--- src/rtl/instruction_fetch_unit.sv ---
// Instruction fetch stage: owns the PC, fetches words over a req/rvalid handshake and
// holds the word for the core. Optional misaligned-target trap: IFU_MISALIGN_TRAP_EN.
module instruction_fetch_unit #(
    parameter int              XLEN     = 32,
    parameter logic [XLEN-1:0] RESET_PC = XLEN'(32'h0040_0000)
) (
    input  logic            clk,
    input  logic            rst,
    output logic            imem_req,
    output logic [XLEN-1:0] imem_addr,
    input  logic            imem_rvalid,
    input  logic [31:0]     imem_rdata,
    output logic            instr_valid,
    output logic [31:0]     Instr,
    output logic [6:0]      Opcode,
    output logic [2:0]      Funct3,
    output logic [6:0]      Funct7,
    output logic [XLEN-1:0] PC_out,
    output logic [XLEN-1:0] PC_plus4,
    input  logic            instr_ack,
    input  logic [1:0]      PCSrc,
    input  logic [XLEN-1:0] Imm,
    input  logic [XLEN-1:0] RS1,
    output logic            fetch_error
);

    // state | meaning
    // IDLE  | one cycle after reset release, no request
    // FETCH | request outstanding at PC, waiting for imem_rvalid
    // HOLD  | instruction word valid, waiting for instr_ack
    // ERROR | misaligned target taken, stalled until reset
    typedef enum logic [1:0] {IDLE, FETCH, HOLD, ERROR} state_t;

    state_t          state, state_nxt;
    logic [XLEN-1:0] pc;
    logic [XLEN-1:0] target;
    logic [XLEN-1:0] next_pc;
    logic [31:0]     instr_q;
    logic            misaligned;
    logic            load_instr;
    logic            load_pc;

    always_comb begin
        target = pc + XLEN'(4);
        case (PCSrc)
            2'd0:    target = pc + XLEN'(4);
            2'd1:    target = pc + Imm;
            2'd2:    target = (RS1 + Imm) & ~XLEN'(1);
            default: target = pc;
        endcase
    end

`ifdef IFU_MISALIGN_TRAP_EN
    assign next_pc    = target;
    assign misaligned = |target[1:0];
`else
    // Without the trap, targets are silently word-aligned.
    assign next_pc    = target & ~XLEN'(3);
    assign misaligned = 1'b0;
`endif

    always_comb begin
        state_nxt  = state;
        load_instr = 1'b0;
        load_pc    = 1'b0;
        case (state)
            IDLE: state_nxt = FETCH;
            FETCH: begin
                if (imem_rvalid) begin
                    load_instr = 1'b1;
                    state_nxt  = HOLD;
                end
            end
            HOLD: begin
                if (instr_ack) begin
                    load_pc   = 1'b1;
                    state_nxt = misaligned ? ERROR : FETCH;
                end
            end
            default: state_nxt = state;
        endcase
    end

    always_ff @(posedge clk or negedge rst) begin
        if (!rst) begin
            state   <= IDLE;
            pc      <= RESET_PC;
            instr_q <= 32'h0000_0013;
        end else begin
            state <= state_nxt;
            if (load_pc)    pc      <= next_pc;
            if (load_instr) instr_q <= imem_rdata;
        end
    end

    // Request decodes straight from state so an async reset drops it immediately.
    assign imem_req    = (state == FETCH);
    assign imem_addr   = pc;
    assign instr_valid = (state == HOLD);
    assign Instr       = instr_q;
    assign Opcode      = instr_q[6:0];
    assign Funct3      = instr_q[14:12];
    assign Funct7      = instr_q[31:25];
    assign PC_out      = pc;
    assign PC_plus4    = pc + XLEN'(4);

`ifdef IFU_MISALIGN_TRAP_EN
    assign fetch_error = (state == ERROR);
`else
    assign fetch_error = 1'b0;
`endif

endmodule

--- config.mk ---
export PLATFORM = sky130hd
export DESIGN_NAME = instruction_fetch_unit
export DESIGN_NICKNAME = d
export VERILOG_FILES = /design/src/rtl/instruction_fetch_unit.sv
export SDC_FILE = /design/constraint.sdc
export NUM_CORES = 1
export LEC_CHECK = 0
export BUFFER_PORTS_ARGS = -buffer_cell sky130_fd_sc_hd__buf_2
export CORE_MARGIN = 1
export CORE_UTILIZATION = 52
export DETAILED_ROUTE_END_ITERATION = 8
export PLACE_DENSITY = 0.83
export SLEW_MARGIN = 20
export SYNTH_ARGS = -nofsm -noshare
export SYNTH_HDL_FRONTEND = slang
export SYNTH_SLANG_ARGS = --single-unit
--- constraint.sdc ---
create_clock -name clk -period 3.65 [get_ports clk]
set_input_delay 1.095 -clock clk [delete_from_list [all_inputs] [get_ports clk]]
set_output_delay 1.095 -clock clk [all_outputs]
set_load 0.03 [all_outputs]
==> results.tsv <==
metric	value	unit
dieHeight	117	um
final-instance-count-excl-fill	1231	
min_period_over_period	96.7	%
hold_viol_final	0	
starting_density_of_the_core	54.1	%
hold_path_depth	1	
max-clock-path-buffers	2	
post_synth_edffs	0	
h-tree-depth	3	
areaGrowthSynthToFinish	23.6	%
post_synth_inst_count	828	
clock_sink_count	64	
netlist_area	6900	um^2
timing.fmax	283	MHz
placed_cells	1214	
maxCapViolations	0	
timing.hold.worst.class	reg -> reg	
synth-seq-cells	64	
timing.rr.end	PC_out[20]	
drtIter0Drc	611	
grt_first_pass_wirelength	32900	um
crit_path_start_kind	flop	
arrival	2.44	ns
clkLatencyLatePin	0.33	ns
antenna_left	0	
grt.total_usage	31.5	%
post-route-util	66.8	%
p_leak	0.00438	uW
grt.overflow.total	0	
critical_path.endpoint_type	output pin	
tightestPinTransition	0.984	ns
ys_async_sr_fraction	100	%
outcome	finished clean	
timing.final.max_slew_violations	0	
die_width	117	um
reg2reg_depth	11	
final.min_clock_period	3.53	ns
totalPowerFinal	6830	uW
dr.pass1.iters	5	
synthFlopType	sky130_fd_sc_hd__dfrtp_1	
timing.critical_path.from	PC_out[6]	
timing.final.setup_violations	0	
worst_setup_path_endpoint	PC_plus4[26]	
cts_tree	done	
post_dp_cell_area	8190	um^2
unrepaired_setup_endpoints_after_global_routing	no	
ir_worst_vdd	0.304	mV
boundaryPins	250	
required	2.55	ns
wirelength	22100	um
rr_startpoint	PC_out[2]	
rows	41	
reg2reg_slack	0.52	ns
ratio_of_cells_with_drive_above_1_in_the_final_layout	35.3	%
die_area	13700	um^2
dpl.hpwl	17600	um
drcViolationCount	0	
final_design_area_no_fill	8530	um^2
cts_post_setup_buffers_inserted	0	
timing.max_slew.rel_slack	34.1	%
synthesis.yosys.warnings	0	
clk_root_buffer_cell	sky130_fd_sc_hd__clkbuf_16	
criticalPathCategory	reg -> out	
seq_area_frac_synth	23.3	%
gp_routability_congestion	0.969	
grt_antenna_before_repair	1	
core-area	12800	um^2
final.setup_skew	0.00968	ns
portBuffers	242	
synth.lib_cells_used.distinct	77	
cts_buffers	9	
final_nets	1216	
routed-via-count	7292	
crit_fanout	8	
largest_net_degree_at_the_start_of_global_routing	65	
syn_avg_cell_area	8.34	um^2
detail_route.vias_per_cell	5.92	
totalNegativeSetupSlack	0	ns
routed_wire_per_std_cell	17.9	um
p_per_area	801	nW/um^2
cts.clk_slew.worst_paths	0.05	ns
via_count_of_the_first_global_routing_pass	6443	
## metrics by stage
| step | setup slack, ns | hold slack [ns] |
|---|---|---|
| detailed placement | -0.193 | 0.487 |
| global route | 0.00741 | 0.510 |
| CTS | 0.0536 | 0.499 |
| floorplan | 0.0459 | 0.499 |
| global placement | -0.143 | 0.480 |
| finish | 0.119 | 0.497 |
## cells in the final DEF, fill, tap and decap left out, types with 6 or more instances in the layout
cell / instances
sky130_fd_sc_hd__nand4_1: 19
sky130_fd_sc_hd__buf_2: 242
sky130_fd_sc_hd__xor2_1: 30
sky130_fd_sc_hd__buf_4: 51
sky130_fd_sc_hd__ha_1: 60
sky130_fd_sc_hd__o21a_1: 6
sky130_fd_sc_hd__a21o_1: 31
sky130_fd_sc_hd__a31oi_1: 12
sky130_fd_sc_hd__and3_1: 19
sky130_fd_sc_hd__dfrtp_2: 8
sky130_fd_sc_hd__xnor2_1: 44
sky130_fd_sc_hd__a21oi_1: 68
sky130_fd_sc_hd__nor2_1: 65
sky130_fd_sc_hd__o21ai_0: 47
sky130_fd_sc_hd__nand2b_1: 7
sky130_fd_sc_hd__or3_1: 7
sky130_fd_sc_hd__nand2_1: 63
sky130_fd_sc_hd__clkbuf_16: 9
sky130_fd_sc_hd__a211oi_1: 16
sky130_fd_sc_hd__nand3_1: 20
sky130_fd_sc_hd__dfrtp_1: 52
sky130_fd_sc_hd__nor3_1: 10
sky130_fd_sc_hd__conb_1: 7
sky130_fd_sc_hd__mux2_2: 32
sky130_fd_sc_hd__and4_1: 7
sky130_fd_sc_hd__inv_1: 20
## layer usage
| layer | global-route usage (%) | part of all wire [%] |
|---|---|---|
| met5 | 0 | 0 |
| met4 | 14.4 | 3.4 |
| met3 | 5.72 | 9.4 |
| met2 | 51.9 | 46 |
| met1 | 40.1 | 41 |
## worst min-delay path by stage
stage	start	to	slack (ns)
finish	Instr[11]	Instr[11]	0.50
detailed placement	Instr[11]	Instr[11]	0.49
floorplan	state[1]	state[1]	0.50
global placement	Instr[11]	Instr[11]	0.48
global route	Instr[8]	Instr[8]	0.51
CTS	Instr[11]	Instr[11]	0.50
## critical path, cell delays in order (launching register included)
cell and delay, ns:
sky130_fd_sc_hd__dfrtp_2 0.45, sky130_fd_sc_hd__and4_1 0.29, sky130_fd_sc_hd__nand4_1 0.23, sky130_fd_sc_hd__or3_1 0.46
sky130_fd_sc_hd__nor2_1 0.16, sky130_fd_sc_hd__xor2_1 0.27, sky130_fd_sc_hd__buf_2 0.25
## cells by family after synthesis
kind of cell / count (synthesis) / synth area share [%]
AND/OR/NAND/NOR: 240 / 16.9
adder cells (fa/ha/maj): 61 / 11.2
AO/OA/AOI/OAI: 245 / 24.0
multiplexers: 37 / 5.94
buffers and inverters: 106 / 9.24
XOR/XNOR: 74 / 9.39
other: 1 / 0.0543
flip-flops: 64 / 23.3
## power breakdown
group	leakage, uW	total, uW	internal, uW	switching (uW)
clock network	0.000156	933	599	334
logic	0.00346	4520	1560	2960
registers	0.000773	1380	1030	352
## state kept, by name (all words and copies together), names as in the netlist
signal  count
PC_out     30
Instr      32
state       2
## area by class of cell
type / count / area, um^2
fillers: 1082 / 4240
diodes: 1 / 2.50
clock buffers: 9 / 225
multi-input cells: 664 / 4690
repair buffers: 294 / 1610
flip-flops and latches: 64 / 1620
inverters: 20 / 75.1
clock inverters: 7 / 95.1
well taps: 172 / 215
## cells in the mapped netlist (all sizes together), types with 4 or more instances
cell     count  area, um^2
a21oi       70         365
buf         65         473
nor2        65         244
nand2       64         243
dfrtp       60        1500
ha          60         751
o21ai       52         264
xnor2       44         385
mux2        32         360
a21o        31         233
xor2        30         263
clkbuf      21        90.1
inv         20        75.1
nand3       20         100
and3        19         119
nand4       19         119
a211oi      17         133
a31oi       13        87.6
nor3        11        55.1
o21a         8        68.8
or3          8        55.1
and4         7        61.3
nand2b       7        43.8
and2         5        31.3
mux2i        5        50.1
nor2b        5        31.3
o211ai       5        37.5
o21bai       5        37.5
a2111oi      4        35.0
a41oi        4        53.8
dfstp        4         105
## timing repair
action	CTS	global route
hold buffers	0	0
endpoints found under the hold margin	0	0
resized for setup	1	8
setup endpoints to repair	2	4
Power figures use the tool's default switching activity.
